## src/rtl/fft_seq_ctrl_pkg.sv

```systemverilog
// Shared constants and state encoding for the FFT sequencer.
package fft_seq_ctrl_pkg;

  localparam int FFT_LOG2N  = 5;
  localparam int FFT_N      = 1 << FFT_LOG2N;
  localparam int FFT_BF_LAT = 2;

  typedef enum logic [2:0] {
    ST_IDLE,
    ST_BITREV,
    ST_BR_DRAIN,
    ST_STAGE,
    ST_ST_DRAIN,
    ST_DONE
  } fft_state_e;

endpackage

```

## src/rtl/fft_addr_gen.sv

```systemverilog
// Butterfly address mapping (s, k) -> (a, b, twiddle) and bit reversal of the
// permutation index.
module fft_addr_gen #(
  parameter int LOG2N = 5
) (
  input  logic [LOG2N-1:0] s,
  input  logic [LOG2N-1:0] k,
  input  logic [LOG2N-1:0] i,
  output logic [LOG2N-1:0] a,
  output logic [LOG2N-1:0] b,
  output logic [LOG2N-1:0] i_rev,
  output logic [LOG2N-2:0] tw_idx
);

  localparam logic [LOG2N-1:0] ONE   = LOG2N'(1);
  localparam logic [LOG2N-1:0] S_MAX = LOG2N'(LOG2N - 1);

  function automatic logic [LOG2N-1:0] bit_rev(input logic [LOG2N-1:0] x);
    logic [LOG2N-1:0] r;
    for (int j = 0; j < LOG2N; j++) r[j] = x[LOG2N-1-j];
    return r;
  endfunction

  logic [LOG2N-1:0] span;
  logic [LOG2N-1:0] pos;

  always_comb begin
    span   = ONE << s;
    pos    = k & (span - ONE);
    a      = ((k >> s) << (s + ONE)) | pos;
    b      = a + span;
    // pos < span, so the shifted twiddle always fits in LOG2N-1 bits
    tw_idx = (LOG2N-1)'(pos << (S_MAX - s));
    i_rev  = bit_rev(i);
  end

endmodule

```

## src/rtl/fft_seq_ctrl.sv

```systemverilog
// In-place radix-2 DIT FFT sequencer: bit-reversal pass, LOG2N butterfly
// stages, write-back delay line and CPU memory-stage stall.
//
// state      | meaning
// IDLE       | waiting for start, memory owned by CPU
// BITREV     | permutation swaps, one index per cycle
// BR_DRAIN   | wait for last swap write-back
// STAGE      | butterfly issue, one pair per cycle
// ST_DRAIN   | wait for stage write-back before next stage reads
// DONE       | one-cycle completion pulse
module fft_seq_ctrl
  import fft_seq_ctrl_pkg::*;
#(
  parameter int LOG2N  = FFT_LOG2N,
  parameter int BF_LAT = FFT_BF_LAT
) (
  input  logic             clk,
  input  logic             rst,
  input  logic             start,
  input  logic             inverse,
  input  logic             cpu_mem_req,
  output logic             cpu_stall,
  output logic             mem_sel,
  output logic             busy,
  output logic             done,
  output logic             rd_en,
  output logic [LOG2N-1:0] rd_addr_a,
  output logic [LOG2N-1:0] rd_addr_b,
  output logic [LOG2N-2:0] tw_idx,
  output logic             bf_bypass,
  output logic             bf_inverse,
  output logic             wr_en,
  output logic [LOG2N-1:0] wr_addr_a,
  output logic [LOG2N-1:0] wr_addr_b
);

  localparam int N = 1 << LOG2N;
  localparam logic [LOG2N-1:0] ONE        = LOG2N'(1);
  localparam logic [LOG2N-1:0] I_LAST     = LOG2N'(N - 1);
  localparam logic [LOG2N-1:0] K_LAST     = LOG2N'(N / 2 - 1);
  localparam logic [LOG2N-1:0] S_LAST     = LOG2N'(LOG2N - 1);
  localparam logic [LOG2N-1:0] DRAIN_LOAD = LOG2N'(BF_LAT - 1);

  fft_state_e       state, state_n;
  logic [LOG2N-1:0] idx, idx_n;
  logic [LOG2N-1:0] stg, stg_n;
  logic [LOG2N-1:0] drn, drn_n;
  logic             inv_q, inv_n;

  logic [LOG2N-1:0] ag_a, ag_b, ag_rev;
  logic [LOG2N-2:0] ag_tw;
  logic [LOG2N-1:0] wa, wb;

  logic             dl_v [BF_LAT];
  logic [LOG2N-1:0] dl_a [BF_LAT];
  logic [LOG2N-1:0] dl_b [BF_LAT];

  fft_addr_gen #(.LOG2N(LOG2N)) u_addr_gen (
    .s      (stg),
    .k      (idx),
    .i      (idx),
    .a      (ag_a),
    .b      (ag_b),
    .i_rev  (ag_rev),
    .tw_idx (ag_tw)
  );

  always_ff @(posedge clk or posedge rst) begin
    if (rst) begin
      state <= ST_IDLE;
      idx   <= '0;
      stg   <= '0;
      drn   <= '0;
      inv_q <= 1'b0;
    end else begin
      state <= state_n;
      idx   <= idx_n;
      stg   <= stg_n;
      drn   <= drn_n;
      inv_q <= inv_n;
    end
  end

  always_comb begin
    state_n   = state;
    idx_n     = idx;
    stg_n     = stg;
    drn_n     = drn;
    inv_n     = inv_q;
    rd_en     = 1'b0;
    rd_addr_a = '0;
    rd_addr_b = '0;
    tw_idx    = '0;
    bf_bypass = 1'b0;
    wa        = '0;
    wb        = '0;
    case (state)
      ST_IDLE: begin
        if (start) begin
          inv_n   = inverse;
          idx_n   = '0;
          stg_n   = '0;
          state_n = ST_BITREV;
        end
      end
      ST_BITREV: begin
        // each pair is swapped once, from its smaller index
        if (ag_rev > idx) begin
          rd_en     = 1'b1;
          bf_bypass = 1'b1;
          rd_addr_a = idx;
          rd_addr_b = ag_rev;
          wa        = ag_rev;
          wb        = idx;
        end
        if (idx == I_LAST) begin
          idx_n   = '0;
          drn_n   = DRAIN_LOAD;
          state_n = ST_BR_DRAIN;
        end else begin
          idx_n = idx + ONE;
        end
      end
      ST_BR_DRAIN: begin
        if (drn == '0) begin
          stg_n   = '0;
          idx_n   = '0;
          state_n = ST_STAGE;
        end else begin
          drn_n = drn - ONE;
        end
      end
      ST_STAGE: begin
        rd_en     = 1'b1;
        rd_addr_a = ag_a;
        rd_addr_b = ag_b;
        tw_idx    = ag_tw;
        wa        = ag_a;
        wb        = ag_b;
        if (idx == K_LAST) begin
          idx_n   = '0;
          drn_n   = DRAIN_LOAD;
          state_n = ST_ST_DRAIN;
        end else begin
          idx_n = idx + ONE;
        end
      end
      ST_ST_DRAIN: begin
        if (drn != '0) begin
          drn_n = drn - ONE;
        end else if (stg == S_LAST) begin
          state_n = ST_DONE;
        end else begin
          stg_n   = stg + ONE;
          idx_n   = '0;
          state_n = ST_STAGE;
        end
      end
      ST_DONE:  state_n = ST_IDLE;
      default:  state_n = ST_IDLE;
    endcase
  end

  always_ff @(posedge clk or posedge rst) begin
    if (rst) begin
      for (int j = 0; j < BF_LAT; j++) begin
        dl_v[j] <= 1'b0;
        dl_a[j] <= '0;
        dl_b[j] <= '0;
      end
    end else begin
      dl_v[0] <= rd_en;
      dl_a[0] <= wa;
      dl_b[0] <= wb;
      for (int j = 1; j < BF_LAT; j++) begin
        dl_v[j] <= dl_v[j-1];
        dl_a[j] <= dl_a[j-1];
        dl_b[j] <= dl_b[j-1];
      end
    end
  end

  assign wr_en      = dl_v[BF_LAT-1];
  assign wr_addr_a  = dl_a[BF_LAT-1];
  assign wr_addr_b  = dl_b[BF_LAT-1];
  assign busy       = (state != ST_IDLE);
  assign mem_sel    = busy;
  assign done       = (state == ST_DONE);
  assign cpu_stall  = busy & cpu_mem_req;
  assign bf_inverse = inv_q;

endmodule

```

## config.mk

```make
export PLATFORM = sky130hd
export DESIGN_NAME = fft_seq_ctrl
export DESIGN_NICKNAME = d
export VERILOG_FILES = /design/src/rtl/fft_seq_ctrl_pkg.sv /design/src/rtl/fft_addr_gen.sv /design/src/rtl/fft_seq_ctrl.sv
export SDC_FILE = /design/constraint.sdc
export NUM_CORES = 1
export LEC_CHECK = 0
export CAP_MARGIN = 5
export CORE_UTILIZATION = 40
export CTS_CLUSTER_SIZE = 12
export DETAILED_ROUTE_END_ITERATION = 7
export PLACE_DENSITY = 0.72
export SETUP_SLACK_MARGIN = 0.15
export SYNTH_ARGS = -nofsm -noshare
export SYNTH_HDL_FRONTEND = slang
export SYNTH_SLANG_ARGS = --single-unit
```

## constraint.sdc

```tcl
create_clock -name clk -period 4.7 [get_ports clk]
set_clock_uncertainty 0.2 [all_clocks]
set_input_delay 0.94 -clock clk [delete_from_list [all_inputs] [get_ports clk]]
set_output_delay 0.94 -clock clk [all_outputs]
set_load 0.01 [all_outputs]
```

==> impl_metrics.toml, run 1 <==
[setup_path]
reg2reg_slack_ns = 1.55
worstReg2RegEnd = "dl_b[9]"
crit_arrival_ns = 3.25
worstPathRequired_ns = 3.56
critPathKind = "reg2out"
cp_max_fo = 8
critPathCaptureType = "output pin"
critPathLaunchType = "register"
crit_end = "rd_addr_b[4]"
r2r_start = "stg[2]"
reg2reg_depth = 13
crit_start = "stg[2]"

[timing]
fmax_mhz = 228
rsz0062_at_grt = "false"
period_minus_slack_ns = 4.39
hold_violations = 0
tns_ns = 0
slew_violations = 0
fin_ws_ns = 0.306
maxSlewHeadroom_pct = 53.9
finalSetupViolations = 0
fin_crit_sh_pct = 93.5
hold_ws_ns = 0.149
worstMarginPinSlew_ns = 0.682

[status]
status = "complete, no violations"

[synthesis]
yosysTopAreaCellShare_pct = 38.7
synth_top_cells_by_area = "dfrtp_1 39%, ha_1 7.1%, nand2_1 6.2%, o21ai_0 4.5%, buf_4 3.7%"
ys_warn_count = 0
synth_cells = 308
synth.avg_cell_area_um2 = 8.60
synth_edf_count = 0
async_reset_ff_share_pct = 100
synthesis.area_um2 = 2650
synth_cell_type_count = 52
synth_nets = 329
synth-main-ff-cell = "dfrtp_1"
synth-seq-cells = 41
synth_largest_area_cell = "dfrtp_1"
seq_area_frac_synth_pct = 38.7

[placement]
dp_slack_ns = 0.0707
dp_cells = 417
dp_hpwl_mm = 4.61
port_buffers = 36
post_dp_cell_area_um2 = 3130
place_congestion = 0.907

[detailed_routing]
viasPerCell = 5.57
routed_wl_mm = 6.21
ant_nets = 0
drc = 0
vias = 2391
dr.pass1.iters = 5
first_iter_violations = 168
wl_per_cell_um = 14.5

[cells_and_area]
diodes = 0
final_area_um2 = 3320
layout_commonest_cell = "nand2_1"
fill_cells = 605
fin_util_pct = 51.9
stdcell_count = 429
final_cell_mix = "44 x nand2_1, 40 x dfrtp_1, 33 x clkdlybuf4s50_1, 30 x buf_4, 23 x o21ai_0"
drive_above_1_share_pct = 16.5
fin_nets = 373
area_growth_pct = 25.2

[clock_network]
root_buffer = "clkbuf_8"
cts_tree = "yes"
clock_latency_ns = 0.29
path_clk_slew_ns = 0.08
numCtsBuffers = 5
postCtsHoldBufs = 0
clockBufferDepth = 2
numClockSinks = 41
h-tree-depth = 2

[pwr]
power_mw = 2.03
power_density_nw_per_um2 = 613
peakVddDrop_mv = 0.326
leakagePower_nw = 1.56

[floorplanning]
pin_count = 37
core-area_um2 = 6390
die_width_um = 83.4
rows = 29
die_area_um2 = 6950
die_h_um = 83.4
start_util_pct = 41.5

[global_routing]
grtUsageTotal_pct = 18.1
grt_max_degree = 42
grt_pass1_wl_mm = 10.2
antenna_found_initial = 0
first_global_vias = 2162
grt-ovfl-total = 0

[flow_run]
max-cap-violations = 0

[min_path]
hold_path_class = "reg2reg"
[worst max-delay path, cell delays in order, from the launching register on]
cell      delay (ns)
dfrtp_2         0.45
or4_4           0.57
o22ai_4         0.19
nor2_2          0.08
o31ai_2         0.24
ha_2            0.23
inv_1           0.05
fa_2            0.34
inv_1           0.06
a21o_1          0.10
a21oi_1         0.07
xor2_1          0.15
xnor2_1         0.22
o21ai_1         0.08
clkbuf_2        0.14
[cell type report]
| cell class | instances | area, um^2 | share of cell area (%) |
|---|---|---|---|
| Clock buffer | 5 | 68.8 | 2.07 |
| Clock inverter | 2 | 35.0 | 1.06 |
| Inverter | 19 | 71.3 | 2.15 |
| Multi-Input combinational cell | 218 | 1430 | 43.1 |
| Sequential cell | 41 | 1030 | 31.0 |
| Tap cell | 77 | 96.3 | 2.90 |
| Timing Repair Buffer | 67 | 589 | 17.8 |
[report_power, final]
group	switching, mW	internal (mW)
sequential	0.0864	0.447
combinational	0.664	0.561
clock	0.119	0.154
total	0.870	1.16
[flip-flops by register name, indices dropped and copies added (netlist names)]
name,flops
bf_inverse,1
dl_a,5
dl_b,5
dl_v,1
drn,5
idx,5
state,3
stg,5
wr_addr_a,5
wr_addr_b,5
wr_en,1
[Yosys cell counts (3+ instances only)]
library cell  number
nand3_1            8
nor2_1            20
dfrtp_1           41
o31ai_1            4
nor3_1            10
inv_1             19
o22ai_1            3
mux2i_1            9
nand2_1           44
xnor2_1            3
a31oi_1            6
buf_4             13
o21ai_1            3
clkbuf_1          12
ha_1              15
a21oi_1           16
o21ai_0           24
buf_2              3
nand3b_1           3
xor2_1             5
o311ai_0           3
[worst min path at each step]
stage	startpoint	end	slack, ns	cells past startpoint
floorplan	dl_a[5]	wr_addr_a[0]	0.13	0
global placement	dl_b[9]	wr_addr_b[4]	0.13	0
detailed placement	dl_a[5]	wr_addr_a[0]	0.13	0
CTS	dl_a[8]	wr_addr_a[3]	0.15	0
global route	dl_b[7]	wr_addr_b[2]	0.16	0
finish	dl_b[5]	wr_addr_b[0]	0.15	0
[repair_timing]
action,CTS,global route
pin swaps,1,6
resized for setup,9,15
endpoints found under the setup margin,3,2
setup buffers,2,3
[per-layer routing]
layer / track usage (%) / wire [um]
met1: 23.8 / 2750
met2: 30.5 / 2950
met3: 3.68 / 385
met4: 4.23 / 127
met5: 0 / 0
[cells by family (layout without fill, tap and decap cells)]
family | count (synthesis) | in the layout | synth area share [%]
fa+ha+maj | 16 | 16 | 7.84
xor+xnor | 8 | 8 | 2.65
flops | 41 | 41 | 38.7
buf+inv | 49 | 93 | 9.21
compound gates | 81 | 81 | 19.7
mux | 9 | 9 | 3.40
simple gates | 104 | 104 | 18.5
(Power assumes the default switching activity.)
==> inputs of run 2 (changes only) <==
--- a/config.mk
+++ b/config.mk
@@ -5,7 +5,6 @@
 export SDC_FILE = /design/constraint.sdc
 export NUM_CORES = 1
 export LEC_CHECK = 0
-export CAP_MARGIN = 5
 export CORE_UTILIZATION = 40
 export CTS_CLUSTER_SIZE = 12
 export DETAILED_ROUTE_END_ITERATION = 7
==> constraint.sdc (replaced) <==
create_clock -name clk -period 4.7 [get_ports clk]
set_clock_uncertainty 0.2 [all_clocks]
set_input_delay 0.94 -clock clk [delete_from_list [all_inputs] [get_ports clk]]
set_output_delay 0.94 -clock clk [all_outputs]
set_load 0.02 [all_outputs]
==> impl_metrics.toml, run 2 (synthesis results as in run 1) <==
[status]
status = "complete, no violations"

[setup_path]
critPathLaunchType = "register"
r2r_start = "stg[2]"
critPathKind = "reg2out"
crit_family = "compound AO/OA/AOI/OAI gates"
reg2reg_depth = 13
worstReg2RegEnd = "dl_b[9]"
critPathCaptureType = "output pin"
critPathSlowestCell = "or4_4"
cpMostUsedCell = "buf_4"
cp_max_fo = 7
path_buf_inv = 3
slowest_delay_ns = 0.56
path_cells = "or4_4 -> o22ai_4 -> nor2_2 -> buf_4 -> o31ai_2 -> a21boi_2 -> inv_1 -> ha_1 -> a21o_1 -> a21oi_2 -> xor2_1 -> xnor2_1 -> o21ai_1 -> buf_4"
reg2reg_slack_ns = 1.50
crit_arrival_ns = 3.36
worstPathRequired_ns = 3.56

[placement]
dp_hpwl_mm = 4.64
place_congestion = 0.922
port_buffers = 36
post_dp_cell_area_um2 = 3140

[detailed_routing]
dr.pass1.iters = 5
routed_wl_mm = 6.26
drc = 0
first_iter_violations = 98
wl_per_cell_um = 14.6
viasPerCell = 5.52
ant_nets = 0
vias = 2368

[floorplanning]
pin_count = 37
start_util_pct = 41.5
die_h_um = 83.4
die_area_um2 = 6950
rows = 29
core-area_um2 = 6390
die_width_um = 83.4

[min_path]
hp-start = "dl_b[5]"
hold_depth = 0
hold_end = "wr_addr_b[0]"
hold_path_class = "reg2reg"

[global_routing]
grt-ovfl-total = 0
first_global_vias = 2235
grt_max_degree = 42
grtUsageTotal_pct = 18.9
antenna_found_initial = 0
grt_pass1_wl_mm = 10.6

[timing]
fmax_mhz = 222
period_minus_slack_ns = 4.50
hold_ws_ns = 0.153
rsz0062_at_grt = "true"
slew_violations = 0
finalSetupViolations = 0
hold_violations = 0
fin_crit_sh_pct = 95.6
tns_ns = 0
maxSlewHeadroom_pct = 59.6
worstMarginPinSlew_ns = 0.598

[pwr]
power_mw = 2.12
power_density_nw_per_um2 = 635
peakVddDrop_mv = 0.378
leakagePower_nw = 1.56

[cells_and_area]
fin_nets = 372
fill_cells = 579
final_cell_mix = "43 x nand2_1, 40 x dfrtp_1, 32 x clkdlybuf4s50_1, 30 x buf_4, 23 x o21ai_0"
diodes = 0
multi_input_area_um2 = 1450
layout_commonest_cell = "nand2_1"
regArea_um2 = 1030
final_area_um2 = 3340
area_growth_pct = 26.2
drive_above_1_share_pct = 17.3

[clock_network]
clockBufferDepth = 2
postCtsHoldBufs = 0
path_clk_slew_ns = 0.08
clock_latency_ns = 0.30
cts_tree = "yes"
h-tree-depth = 2
numClockSinks = 41
numCtsBuffers = 5
root_buffer = "clkbuf_8"

[flow_run]
max-cap-violations = 0
-- run 2: timing repair --
action                                 CTS  global route
buffers inserted                         0             2
setup endpoints to repair                4             3
resized for setup                        8            24
endpoints found under the hold margin    0             0
pin swaps                                0             6
-- run 2: how the worst max path moves through the flow --
stage | depth (start not counted) | slack (ns) | endpoint | startpoint
after global placement | 14 | 0.09 | rd_addr_b[4] | stg[1]
after CTS | 14 | -0.02 | rd_addr_b[4] | stg[1]
final | 14 | 0.20 | rd_addr_b[4] | stg[2]
after detailed placement | 14 | -0.09 | rd_addr_b[4] | stg[1]
after floorplan | 17 | 0.17 | rd_addr_b[4] | stg[0]
after global routing | 14 | 0.08 | rd_addr_b[4] | stg[2]
-- run 2: power by group --
| part | switching (mW) | total (mW) | internal [mW] |
|---|---|---|---|
| clock network | 0.131 | 0.290 | 0.159 |
| registers | 0.0937 | 0.540 | 0.447 |
| logic | 0.720 | 1.29 | 0.571 |
| total | 0.945 | 2.12 | 1.18 |
-- run 2: layout make-up --
| type | instances | share of cell area, % |
|---|---|---|
| clock buffers | 5 | 2.06 |
| repair buffers | 66 | 17.5 |
| clock inverters | 3 | 1.39 |
| inverters | 19 | 2.13 |
| flip-flops and latches | 41 | 30.7 |
| multi-input cells | 218 | 43.3 |
| well taps | 77 | 2.88 |
-- run 2: per-layer routing --
metal	track usage [%]	routed length [um]
met1	24.2	2840
met2	31.6	3060
met3	3.48	270
met4	7.05	90
met5	0	0
-- run 2: worst register-to-register path, delay by kind of cell (launching register included) --
family	cells	cell delay [ns]
buffers and inverters	2	0.20
adder cells (fa/ha/maj)	1	0.23
flip-flops	1	0.45
AO/OA/AOI/OAI	6	0.96
AND/OR/NAND/NOR	2	0.64
XOR/XNOR	2	0.40
-- run 2: stage by stage --
| step | util [%] | instances | worst slack, ns |
|---|---|---|---|
| 2_1_floorplan | - | 308 | 0.166 |
| 3_3_place_gp | 49.2 | 419 | 0.0908 |
| 3_5_place_dp | 49.2 | 419 | -0.0934 |
| 4_1_cts | 51.1 | 427 | -0.0207 |
| 5_1_grt | 52.3 | 429 | 0.0762 |
| 6_report | 52.3 | 429 | 0.205 |
==> inputs of run 3 (changes only) <==
--- a/config.mk
+++ b/config.mk
@@ -8,6 +8,7 @@
 export CORE_UTILIZATION = 40
 export CTS_CLUSTER_SIZE = 12
 export DETAILED_ROUTE_END_ITERATION = 7
+export GPL_ROUTABILITY_DRIVEN = 0
 export PLACE_DENSITY = 0.72
 export SETUP_SLACK_MARGIN = 0.15
 export SYNTH_ARGS = -nofsm -noshare
==> impl_metrics.toml, run 3 (synthesis results as in run 1) <==
[floorplanning]
pin_count = 37
die_area_um2 = 6950
core-area_um2 = 6390
rows = 29
die_h_um = 83.4
die_width_um = 83.4
start_util_pct = 41.5

[min_path]
hold_end = "wr_addr_b[4]"
hold_depth = 0
hold_path_class = "reg2reg"
hp-start = "dl_b[9]"

[pwr]
peakVddDrop_mv = 0.317
power_density_nw_per_um2 = 632
power_mw = 2.07
leakagePower_nw = 1.55

[timing]
fmax_mhz = 225
worstMarginPinSlew_ns = 0.636
period_minus_slack_ns = 4.44
finalSetupViolations = 0
rsz0062_at_grt = "true"
tns_ns = 0
hold_violations = 0
slew_violations = 0
fin_crit_sh_pct = 94.4
maxSlewHeadroom_pct = 57.0

[detailed_routing]
routed_wl_mm = 6.09
dr.pass1.iters = 4
vias = 2333
viasPerCell = 5.48
first_iter_violations = 153
wl_per_cell_um = 14.3
ant_nets = 0
drc = 0

[setup_path]
worstPathRequired_ns = 3.56
critPathKind = "reg2out"
r2r_start = "stg[1]"
worstReg2RegEnd = "dl_b[9]"
reg2reg_slack_ns = 1.55
cp_max_fo = 7
crit_arrival_ns = 3.30
critPathLaunchType = "register"
critPathCaptureType = "output pin"
reg2reg_depth = 15

[global_routing]
grt_pass1_wl_mm = 10.3
antenna_found_initial = 0
grtUsageMet3_pct = 3.88
grt-ovfl-total = 0
first_global_vias = 2272
gr-usage-met1_pct = 23.0
grt_max_degree = 42
grtUsageTotal_pct = 18.2
gr-usage-met2_pct = 30.6
top_usage_layer = "met2"

[cells_and_area]
area_growth_pct = 23.8
layout_commonest_cell = "nand2_1"
diodes = 0
stdcell_count = 426
drive_above_1_share_pct = 14.6
fin_nets = 369
final_cell_mix = "44 x nand2_1, 39 x dfrtp_1, 32 x clkdlybuf4s50_1, 27 x buf_4, 22 x o21ai_0"

[clock_network]
cts_tree = "yes"
clock_latency_ns = 0.29
path_clk_slew_ns = 0.08
clockBufferDepth = 2
h-tree-depth = 2
root_buffer = "clkbuf_8"
numClockSinks = 41
numCtsBuffers = 5
cts_setup_buffers = 0

[flow_run]
max-cap-violations = 0

[placement]
dp_hpwl_mm = 4.54
port_buffers = 36
dp_cells = 418

[status]
status = "complete, no violations"
run 3: cell count changes in the layout (fill, tap and decap cells not counted), sizes merged:
cell           previous run  this run
clkinv                    1         0
clkbuf                    5         7
dlygate4sd2               2         1
buf                      31        28
clkdlybuf4s15             1         0
dlymetal6s2s              0         1
run 3: metrics by stage:
step	hold WS [ns]	instance area [um^2]	setup WS (ns)	util [%]
finish	0.151	3280	0.263	51.3
global route	0.161	3280	0.0831	51.3
global placement	0.131	3140	0.100	49.1
CTS	0.153	3260	0.0929	51.1
floorplan	0.131	2650	0.166	-
detailed placement	0.135	3140	0.00119	49.1
run 3: critical path: stages, from the launching register on:
cell and delay (ns):
dfrtp_1 0.42, buf_4 0.18, ha_1 0.21, nor3_1 0.14, a41o_1 0.17, nand2_1 0.11
o31ai_4 0.25, ha_2 0.22, inv_1 0.05, fa_1 0.37, inv_1 0.06, a21o_1 0.11
a21oi_1 0.07, xor2_1 0.15, xnor2_1 0.15, o21ai_1 0.14, buf_2 0.19
run 3: how the worst max path moves through the flow:
stage | from | to | depth (start not counted)
after floorplan | stg[0] | rd_addr_b[4] | 17
after global placement | stg[2] | rd_addr_b[4] | 14
after detailed placement | stg[2] | rd_addr_b[4] | 14
after CTS | stg[2] | rd_addr_b[4] | 14
after global routing | stg[1] | rd_addr_b[4] | 16
final | stg[1] | rd_addr_b[4] | 16
run 3: final cells by class:
cell class	count	area [um^2]
Clock buffer	6	82.6
Timing Repair Buffer	63	554
Clock inverter	2	37.5
Fill cell	591	3110
Multi-Input combinational cell	218	1410
Tap cell	77	96.3
Inverter	19	71.3
Sequential cell	41	1030
run 3: layer usage:
layer  routed length, um  share of wire [%]
met1                2800                 46
met2                2910                 48
met3                 262                4.3
met4                 125                2.1
met5                   0                  0
run 3: report_power, final:
group | switching [mW] | total (mW) | internal [mW]
Sequential | 0.0858 | 0.533 | 0.447
Combinational | 0.707 | 1.24 | 0.532
Clock | 0.126 | 0.299 | 0.173
Total | 0.919 | 2.07 | 1.15
run 3: what timing repair did:
| item | CTS | global route |
|---|---|---|
| setup endpoints to repair | 4 | 4 |
| gates resized for setup | 8 | 14 |
| hold buffers | 0 | 0 |
| pin swaps | 0 | 2 |
| endpoints found under the hold margin | 0 | 0 |
